$ cat src/rtl/sm2201_isa_pkg.sv
// sm2201_isa_pkg: shared FSM state type, address-window defaults and byte-select codes
//   for the SM2201 ISA I/O cycle controller. No ports.
package sm2201_isa_pkg;
  typedef enum logic [1:0] {IDLE, RD_REQ, WR_REQ, HOLD} cyc_state_e;
  localparam logic [9:0] DEF_BASE_ADDR = 10'h100;
  localparam int DEF_WINDOW = 64;
  localparam logic BYTE_LO = 1'b0;
  localparam logic BYTE_HI = 1'b1;
endpackage

$ cat src/rtl/isa_io_cycle_controller_if.sv
// isa_io_cycle_controller_if: request/acknowledge link between the ISA cycle controller and the CAMAC bus sequencer
//   cb_reg    5   register index (addr[5:1])
//   cb_wdata  16  write word {high byte, low byte}
//   cb_wr_req 1   write request level, held until ack
//   cb_rd_req 1   read request level, held until ack
//   cb_rdata  16  read word, valid while cb_ack is high
//   cb_ack    1   sequencer acknowledge
//   master = ISA cycle controller, slave = CAMAC sequencer
interface isa_io_cycle_controller_if;
  logic [4:0] cb_reg;
  logic [15:0] cb_wdata;
  logic cb_wr_req;
  logic cb_rd_req;
  logic [15:0] cb_rdata;
  logic cb_ack;
  modport master(output cb_reg, cb_wdata, cb_wr_req, cb_rd_req, input cb_rdata, cb_ack);
  modport slave(input cb_reg, cb_wdata, cb_wr_req, cb_rd_req, output cb_rdata, cb_ack);
endinterface

$ cat src/rtl/isa_strobe_sync.sv
// isa_strobe_sync: 2-flop synchronizer for an active-low ISA strobe with falling/rising edge pulses
//   isa_clk   in   clock
//   isa_reset in   asynchronous active-low reset
//   strobe_n  in   raw strobe pin, asynchronous to isa_clk
//   fall      out  one-cycle pulse when the synchronized strobe goes low
//   rise      out  one-cycle pulse when the synchronized strobe goes high
module isa_strobe_sync (
  input  logic isa_clk,
  input  logic isa_reset,
  input  logic strobe_n,
  output logic fall,
  output logic rise
);
  // s[1:0] is the synchronizer chain, s[2] the previous synchronized value
  logic [2:0] s;
  always_ff @(posedge isa_clk or negedge isa_reset)
    if (!isa_reset) s <= '1;
    else s <= {s[1:0], strobe_n};
  assign fall = s[2] & ~s[1];
  assign rise = ~s[2] & s[1];
endmodule

$ cat src/rtl/isa_io_cycle_controller.sv
// isa_io_cycle_controller: decodes ISA I/O cycles in a 64-byte window and pairs byte accesses into 16-bit CAMAC transfers
//   isa_clk, isa_reset (async active-low)
//   isa_addr[9:0], isa_aen, isa_ior, isa_iow, isa_data_in[7:0]   ISA inputs
//   isa_data_out[7:0], isa_data_oe, isa_chrdy                    ISA outputs
//   camac (master modport)                                       CAMAC request/ack link
//   cycle_err                                                    sticky timeout flag
//   ISA_CYCLE_TIMEOUT_EN: when defined, a request unanswered for TIMEOUT cycles is abandoned
module isa_io_cycle_controller
  import sm2201_isa_pkg::*;
#(
  parameter logic [9:0] BASE_ADDR = DEF_BASE_ADDR,
  parameter int WINDOW = DEF_WINDOW
`ifdef ISA_CYCLE_TIMEOUT_EN
  , parameter int TIMEOUT = 255
`endif
) (
  input  logic isa_clk,
  input  logic isa_reset,
  input  logic [9:0] isa_addr,
  input  logic isa_aen,
  input  logic isa_ior,
  input  logic isa_iow,
  input  logic [7:0] isa_data_in,
  output logic [7:0] isa_data_out,
  output logic isa_data_oe,
  output logic isa_chrdy,
  isa_io_cycle_controller_if.master camac,
  output logic cycle_err
);
  cyc_state_e state;
  logic is_rd, hit, rd_go, wr_go, done, tmo;
  logic ior_fall, ior_rise, iow_fall, iow_rise;
  logic [7:0] wr_lo;
  logic [15:0] rd_buf;
  isa_strobe_sync u_ior (.isa_clk, .isa_reset, .strobe_n(isa_ior), .fall(ior_fall), .rise(ior_rise));
  isa_strobe_sync u_iow (.isa_clk, .isa_reset, .strobe_n(isa_iow), .fall(iow_fall), .rise(iow_rise));
  assign hit = !isa_aen && {1'b0, isa_addr} >= {1'b0, BASE_ADDR} && {1'b0, isa_addr} < 11'(BASE_ADDR + WINDOW);
  // a read edge in the same cycle as a write edge wins; the write is dropped
  assign rd_go = ior_fall & hit;
  assign wr_go = iow_fall & ~ior_fall & hit;
  assign done = camac.cb_ack | tmo;
`ifdef ISA_CYCLE_TIMEOUT_EN
  logic [7:0] cnt;
  logic busy;
  assign busy = state == RD_REQ || state == WR_REQ;
  assign tmo = busy && cnt == 8'(TIMEOUT);
  always_ff @(posedge isa_clk or negedge isa_reset)
    if (!isa_reset) begin
      cnt <= '0;
      cycle_err <= 1'b0;
    end else begin
      cnt <= busy ? cnt + 8'(!tmo) : 8'd0;
      cycle_err <= cycle_err | (tmo & ~camac.cb_ack);
    end
`else
  assign tmo = 1'b0;
  assign cycle_err = 1'b0;
`endif
  always_ff @(posedge isa_clk or negedge isa_reset)
    if (!isa_reset) begin
      state <= IDLE;
      is_rd <= 1'b0;
      wr_lo <= '0;
      rd_buf <= '0;
      isa_data_out <= '0;
      isa_data_oe <= 1'b0;
      isa_chrdy <= 1'b1;
      camac.cb_reg <= '0;
      camac.cb_wdata <= '0;
      camac.cb_wr_req <= 1'b0;
      camac.cb_rd_req <= 1'b0;
    end else begin
      case (state)
        IDLE: if (rd_go || wr_go) begin
          is_rd <= rd_go;
          camac.cb_reg <= isa_addr[5:1];
          if (rd_go && isa_addr[0] == BYTE_LO) begin
            state <= RD_REQ;
            camac.cb_rd_req <= 1'b1;
            isa_chrdy <= 1'b0;
          end else if (wr_go && isa_addr[0] == BYTE_HI) begin
            state <= WR_REQ;
            camac.cb_wdata <= {isa_data_in, wr_lo};
            camac.cb_wr_req <= 1'b1;
            isa_chrdy <= 1'b0;
          end else begin
            state <= HOLD;
            isa_data_oe <= rd_go;
            if (rd_go) isa_data_out <= rd_buf[15:8];
            else wr_lo <= isa_data_in;
          end
        end
        // an abandoned read returns all-ones
        RD_REQ: if (done) begin
          state <= HOLD;
          camac.cb_rd_req <= 1'b0;
          isa_chrdy <= 1'b1;
          rd_buf <= camac.cb_ack ? camac.cb_rdata : 16'hFFFF;
          isa_data_out <= camac.cb_ack ? camac.cb_rdata[7:0] : 8'hFF;
          isa_data_oe <= 1'b1;
        end
        WR_REQ: if (done) begin
          state <= HOLD;
          camac.cb_wr_req <= 1'b0;
          isa_chrdy <= 1'b1;
        end
        HOLD: if (is_rd ? ior_rise : iow_rise) begin
          state <= IDLE;
          isa_data_oe <= 1'b0;
        end
        default: state <= IDLE;
      endcase
    end
endmodule

$ cat src/flat_wrapper.sv
// flat-port wrapper written by rule: the top's interface ports become plain ports
module isa_io_cycle_controller_flat import sm2201_isa_pkg::*;
#(
  parameter logic [9:0] BASE_ADDR = DEF_BASE_ADDR,
  parameter int WINDOW = DEF_WINDOW

)
  (isa_clk, isa_reset, isa_addr, isa_aen, isa_ior, isa_iow, isa_data_in, isa_data_out, isa_data_oe, isa_chrdy, cycle_err, camac_cb_reg, camac_cb_wdata, camac_cb_wr_req, camac_cb_rd_req, camac_cb_rdata, camac_cb_ack);
  isa_io_cycle_controller_if camac_i ();
  input  logic isa_clk;
  input  logic isa_reset;
  input  logic [9:0] isa_addr;
  input  logic isa_aen;
  input  logic isa_ior;
  input  logic isa_iow;
  input  logic [7:0] isa_data_in;
  output logic [7:0] isa_data_out;
  output logic isa_data_oe;
  output logic isa_chrdy;
  output logic cycle_err;
  output wire logic [$bits(camac_i.cb_reg)-1:0] camac_cb_reg;
  output wire logic [$bits(camac_i.cb_wdata)-1:0] camac_cb_wdata;
  output wire logic [$bits(camac_i.cb_wr_req)-1:0] camac_cb_wr_req;
  output wire logic [$bits(camac_i.cb_rd_req)-1:0] camac_cb_rd_req;
  input wire logic [$bits(camac_i.cb_rdata)-1:0] camac_cb_rdata;
  input wire logic [$bits(camac_i.cb_ack)-1:0] camac_cb_ack;
  assign camac_cb_reg = camac_i.cb_reg;
  assign camac_cb_wdata = camac_i.cb_wdata;
  assign camac_cb_wr_req = camac_i.cb_wr_req;
  assign camac_cb_rd_req = camac_i.cb_rd_req;
  assign camac_i.cb_rdata = camac_cb_rdata;
  assign camac_i.cb_ack = camac_cb_ack;
  isa_io_cycle_controller #(.BASE_ADDR(BASE_ADDR), .WINDOW(WINDOW)) u_core (.isa_clk(isa_clk), .isa_reset(isa_reset), .isa_addr(isa_addr), .isa_aen(isa_aen), .isa_ior(isa_ior), .isa_iow(isa_iow), .isa_data_in(isa_data_in), .isa_data_out(isa_data_out), .isa_data_oe(isa_data_oe), .isa_chrdy(isa_chrdy), .camac(camac_i), .cycle_err(cycle_err));
endmodule
$ cat config.mk
export PLATFORM = sky130hd
export DESIGN_NAME = isa_io_cycle_controller_flat
export DESIGN_NICKNAME = d
export VERILOG_FILES = /design/src/rtl/sm2201_isa_pkg.sv /design/src/rtl/isa_io_cycle_controller_if.sv /design/src/rtl/isa_strobe_sync.sv /design/src/rtl/isa_io_cycle_controller.sv /design/src/flat_wrapper.sv
export SDC_FILE = /design/constraint.sdc
export NUM_CORES = 1
export LEC_CHECK = 0
export ABC_AREA = 1
export CAP_MARGIN = 20
export CORE_MARGIN = 4
export CORE_UTILIZATION = 52
export DETAILED_ROUTE_END_ITERATION = 12
export PLACE_DENSITY = 0.85
export RECOVER_POWER = 25
export SETUP_SLACK_MARGIN = 0.3
export SYNTH_ARGS = -nofsm -noshare
export SYNTH_HDL_FRONTEND = slang
export SYNTH_SLANG_ARGS = --single-unit
export TNS_END_PERCENT = 50
$ cat constraint.sdc
create_clock -name isa_clk -period 5.1 [get_ports isa_clk]
set_clock_uncertainty 0.15 [all_clocks]
set_input_delay 1.02 -clock isa_clk [delete_from_list [all_inputs] [get_ports isa_clk]]
set_output_delay 1.02 -clock isa_clk [all_outputs]
set_load 0.005 [all_outputs]
# Word-level counts from Yosys, hierarchy flattened
# Index checks and enable logic that the tools add are counted.
[totals]
ramBits = 0
regBits = 66
elab_cells = 98
output_inout_bits = 34
mem_count = 0
latchBits = 0
input_bits = 40
rom_bits = 0
[op_classes]
muxes = 31
shifts = 0
n_eq_ne = 14
n_reduce_logical = 22
n_mul = 0
bitwise_logic = 16
div_mod_pow = 0
order_cmp = 2
addsub = 0
[ops]
columns = ["operator", "n"]
rows = [
  ["8-bit two-way mux", 5],
  ["1-bit two-way mux", 16],
  ["8-bit case mux with 2 select lines", 1],
  ["2-bit by 1-bit inequality test with 1-bit output (second input constant)", 6],
  ["4-bit AND reduction", 3],
  ["6-bit AND reduction", 2],
  ["10-bit by 9-bit greater-or-equal comparator with 1-bit output (second input constant)", 1],
  ["10-bit by 9-bit < comparator with 1-bit output (second input constant)", 1],
  ["5-bit AND reduction", 2],
  ["1-bit NOT", 9],
  ["2-bit two-way mux", 4],
  ["2-bit inequality test (second input constant)", 4],
  ["1-bit bitwise AND", 7],
  ["1-bit case mux with 2 select lines", 3],
  ["2-bit case mux with 3 select lines", 1],
  ["2-bit nonzero test", 3],
  ["2-bit == test (second input constant)", 2],
  ["1-bit logical AND", 4],
  ["2-bit AND reduction", 2],
  ["3-bit by 1-bit inequality test with 1-bit output (second input constant)", 1],
  ["1-bit case mux with 3 select lines", 1],
  ["3-bit AND reduction", 1],
  ["3-bit nonzero test", 1],
  ["2-bit by 1-bit == test with 1-bit output (second input constant)", 1],
  ["other kinds (4)", 4],
]

# Longest topological paths before layout
[logic_depth]
depth_word = 10
mapped_depth = 10
mapped_depth_nobuf = 9

# By module
# A second synthesis with hierarchy kept.
[hier_totals]
cells_unflattened = 304
area_unflattened_um2 = 2716.4
[modules_own_cells]
columns = ["module", "cells_per_inst", "instances", "area_each_um2", "seq_area_each_um2"]
rows = [
  ["isa_io_cycle_controller", 290, 1, 2528.7, 1302.5],
  ["isa_strobe_sync", 7, 2, 93.8, 78.8],
]

# Worst setup path after synthesis
# OpenSTA, ideal clock, no wires.
[synth_path]
path_kind = "input-to-reg"
from = "input isa_addr[9]"
to = "register u_core.isa_data_out[2]"
cell_stages = 8
required_ns = 4.834
arrival_ns = 1.918
path_slack_ns = 2.916
setup_ns = 0.116
n_path_buf = 0
path_cell_list = "inv_1 > nand2_1 > nor3b_4 > nor2_4 > nor2_8 > nand2_4 > nand2_1 > nand2_1"
[synth_via]
elab_chain_cells = 7
elab_cells_between_ends = 14
classes_between = "order compare (2); eq/ne (4); bitwise (2); reduce/logical (6)"
[synth_lines]
columns = ["item", "line_no", "source"]
rows = [
  ["start, declared", "flat_wrapper.sv:12", "input logic [9:0] isa_addr;"],
  ["10-bit by 9-bit greater-or-equal comparator with 1-bit output", "isa_io_cycle_controller.sv:37", "assign hit = !isa_aen && {1'b0, isa_addr} >= {1'b0, BASE_ADDR} && {1'b0, isa_addr} < 11'(BASE_ADDR + WINDOW);"],
  ["1-bit logical AND", "isa_io_cycle_controller.sv:37", ""],
  ["1-bit logical AND (*)", "isa_io_cycle_controller.sv:37", ""],
  ["1-bit bitwise AND (on tied branches)", "isa_io_cycle_controller.sv:40, isa_io_cycle_controller.sv:39", ""],
  ["1-bit logical AND (tied with other cells)", "isa_io_cycle_controller.sv:81", "end else if (wr_go && isa_addr[0] == BYTE_HI) begin"],
  ["2-bit inequality test (no source line) or 2-bit by 1-bit inequality test with 1-bit output (tied branches)", "n/a", ""],
  ["6-bit AND reduction (no source line) (*)", "n/a", ""],
  ["end signal, assigned", "isa_io_cycle_controller.sv:89", "if (rd_go) isa_data_out <= rd_buf[15:8];"],
  ["end signal, assigned", "isa_io_cycle_controller.sv:99", "isa_data_out <= camac.cb_ack ? camac.cb_rdata[7:0] : 8'hFF;"],
  ["end, declared", "isa_io_cycle_controller.sv:24", "output logic [7:0] isa_data_out,"],
]
# Mark *: on every way between the ends. The rest lies on a longest branch, timed or not.
# A chain may end at the register's enable or synchronous reset.

# Worst setup path after layout
[layout_path]
from = "register u_core.state[1]"
to = "register u_core.isa_data_out[6]"
[layout_via]
elab_chain_cells = 3
elab_cells_between_ends = 10
classes_between = "eq/ne (6); mux (1); reduce/logical (3)"
[layout_lines]
columns = ["item", "line_no", "source"]
rows = [
  ["start, declared", "isa_io_cycle_controller.sv:30", "cyc_state_e state;"],
  ["start signal, assigned", "isa_io_cycle_controller.sv:61", "state <= IDLE;"],
  ["start signal, assigned", "isa_io_cycle_controller.sv:78", "state <= RD_REQ;"],
  ["start signal, assigned", "isa_io_cycle_controller.sv:82", "state <= WR_REQ;"],
  ["2-bit by 1-bit == test with 1-bit output or 2-bit zero test (tied branches)", "isa_io_cycle_controller.sv:73", "case (state)"],
  ["2-bit inequality test (no source line) (tied with other cells)", "n/a", ""],
  ["6-bit AND reduction (no source line)", "n/a", ""],
]
# Parallel ways exist; a longest one is shown, timed or not.

==> impl_results.md <==
* Status: completed
* Cells after synthesis at 297
* TritonCTS Sinks at 58
* Post-synth cell types at 31
* # diodes at 0
* Crit path largest cell delay at 0.56 ns
* Cell Chain, Critical Path: inv_1, ha_1, nand2_1, o21ai_1, inv_1, nor2_8, nand2_4, nand2_1, nand2_1
* Hold WC Path Type: reg -> reg
* Residual DRC count at 0
* TritonCTS clock tree: built
* Clock latency on the worst-skew pair at 0.33 ns
* Post-synth EDFFs at 0
* Complex-gate fraction of the synthesized area at 9.76%
* CP Buf/Inv Count at 2
* Post-DR wirelength/cell at 13.0 microns
* Initial antenna violation count at 0
* Clk buf depth at 2
* DRT iter0 DRCs at 95
* # fillers at 377
* Die Ht at 79.9 microns
* Post-synthesis sequential area ratio at 54.3%
* Max FFs per register at 16
* Yosys top cell area share at 47.4%
* Core area at 0.00488 sq mm
* Drt pass-1 iters at 4
* Seq pwr share at 38.1%
* Sw Ratio at 34.4%
* Critical-path top delay cell: ha_1
* Max Cap Viol at 0
* Final GP Congestion at 0.821
* Leak pwr at 1.80 nW
* CP Class: reg -> reg
* Synth Cell Area at 0.00269 sq mm
* Area occupied by multi-input gates at 0.00103 sq mm
* # rows at 25
* Largest family of logic cells by synthesized area: simple AND/OR/NAND/NOR gates
* RSZ-0062 raised after global routing: false
* Die area at 0.00639 sq mm
* Pins Over Slew Limit at 0
* Final setup viols at 0
* YS warnings at 0
* Post-DP HPWL at 4270 microns
* #FFs+latches synth at 58
* Routed Antenna Nets at 0
* Gr ovfl total at 0
* Peak Freq at 363 MHz
* Most flop-heavy register: u_core.camac.cb_wdata
* Post-Route Utilization at 74.6%
* Clk pin slew, worst setup/hold paths at 0.06 ns
* Hold Vio Cnt, Final at 0
* Post-route minimum period at 2.75 ns
* Synth Area in Simple Gates at 24.9%
* Vias in the first global route at 2211
* Post-CTS setup repair buffer count at 0
* Count of input and output buffers at 72
* Htree depth at 3
* DR vias/cell at 4.93
* Logic pwr share at 37.1%
* Clk network pwr share at 24.8%
* Largest net degree at the start of global routing at 59
* Worst-Margin Slew at 0.722 ns
* Ratio of cells with drive above 1 in the final layout at 13.3%
* P&R area growth vs syn at 35.2%
* CP arrival at 2.81 ns
* Crit-path leading delay family: simple AND/OR/NAND/NOR gates
* Top FF cell, synth: dfrtp_1
* Setup total negative slack at 0 ns
* Worst Setup Start Kind: flop
* Crit. End Element: flop
* Largest cells by area after synthesis: dfrtp_1 47%, nand2_1 14%, dfstp_2 6.8%
* Synth Net Count at 343
* Critical path's most frequent cell: nand2_1
* I/O Pins at 74
* CTS Buf Count at 9
* Max IR drop VDD at 0.000258 V
* Worst endpoint required time at 5.16 ns
* Adder-cell share of the synthesized area at 2.79%
* Syn Area/Cell at 9.06 sq um
* Final #Nets at 418
* Post-Synth XOR/XNOR Area at 0%
* Commonest non-fill, non-tap cell in the layout: nand2_1
* Final period utilization at 54.0%
* Most frequent cells in the layout: 98 x nand2_1, 69 x clkdlybuf4s50_1, 51 x dfrtp_1, 35 x inv_1, 16 x o21ai_1
* Slew margin rel. at 51.5%
* Post-synthesis mux area share at 0.837%
* Pwr Density at 459 mW/mm^2
* Cts hold-fix bufs at 0
* WL final at 5790 microns
* Total vias in the final route at 2187
* Reg area at 0.00146 sq mm
* P_sw at 0.575 mW
* Int Pwr at 1.09 mW
* CTS resizes at 0
* Asr flop ratio synth at 100%
* Crit-path max FO at 19
* GRT Util Overall at 20.2%
* First-pass GRT wire length at 10000 microns
* Initial Util at 55.2%
* Die Span X at 79.9 microns
* Post-synth top area cell: dfrtp_1
* Root buffer cell: clkbuf_8
synth_stat cells, types with 2 or more instances:
cell / instances
a21oi_1: 8
buf_2: 5
clkbuf_1: 2
dfrtp_1: 51
dfstp_2: 7
ha_1: 6
inv_1: 35
inv_2: 2
mux2_2: 2
nand2_1: 98
nand2_2: 4
nand3_1: 15
nor2_1: 8
nor2_4: 4
nor3b_4: 2
o21ai_0: 10
o21ai_1: 16
o21ai_2: 8
o21bai_1: 2
area by class of cell:
class	count	share of cell area (%)
repair buffers	73	19.9
inverters	38	3.92
well taps	67	2.30
clock buffers	11	3.89
multi-input cells	192	28.4
clock inverters	5	1.48
flip-flops and latches	58	40.1
worst paths after layout:
| path | startpoint | end | slack [ns] | cells after the start |
|---|---|---|---|---|
| max in group asynchronous | isa_reset | u_core.rd_buf[10] | 3.66 | 2 |
| worst max-delay path | u_core.state[1] | u_core.isa_data_out[6] | 2.35 | 9 |
| min in group asynchronous | isa_reset | u_core.camac.cb_wdata[11] | 0.67 | 2 |
| worst min register to register | u_core.u_iow.s[0] | u_core.u_iow.s[1] | 0.21 | 0 |
| worst max register to register | u_core.state[1] | u_core.isa_data_out[6] | 2.35 | 9 |
| worst min-delay path | u_core.u_iow.s[0] | u_core.u_iow.s[1] | 0.21 | 0 |
metal layers:
layer	track usage [%]	wire length, microns	vias to the layer above
met2	33.0	2660	85
met1	24.6	2490	1011
met3	6.88	520	14
li1	-	-	1077
met4	7.60	119	0
met5	0	0	-
worst reg2reg max path: stages, from the launching register on:
cell	delay, ns
dfrtp_1	0.45
inv_1	0.14
ha_1	0.56
nand2_1	0.50
o21ai_1	0.27
inv_1	0.13
nor2_8	0.20
nand2_4	0.11
nand2_1	0.08
nand2_1	0.06
metrics by stage:
stage | setup slack [ns] | hold WS (ns) | cell area [sq um] | power [mW] | cells
final | 2.35 | 0.211 | 3640 | 1.67 | 444
after global routing | 2.06 | 0.219 | 3640 | 1.79 | 444
after global placement | 2.16 | 0.196 | 3440 | 1.23 | 428
after CTS | 2.30 | 0.208 | 3640 | 1.68 | 444
after floorplan | 2.92 | 0.195 | 2690 | 1.01 | 297
after detailed placement | 2.06 | 0.199 | 3440 | 1.26 | 428
logic make-up (layout without fill, tap and decap cells):
| logic type | after synthesis | count (layout) |
|---|---|---|
| and+or+nand+nor | 138 | 138 |
| adders and majority gates | 6 | 6 |
| AOI/OAI and AO/OA | 45 | 45 |
| DFF | 58 | 58 |
| muxes | 2 | 2 |
| buffers and inverters | 47 | 127 |
| other | 1 | 1 |
power groups by stage:
stage | Clock, mW | Sequential [mW] | Combinational, mW
final | 0.414 | 0.635 | 0.620
after global routing | 0.440 | 0.647 | 0.703
after CTS | 0.418 | 0.636 | 0.627
after detailed placement | 0 | 0.642 | 0.618
after global placement | 0 | 0.639 | 0.589
after floorplan | 0 | 0.635 | 0.377
Power figures use the tool's default switching activity.
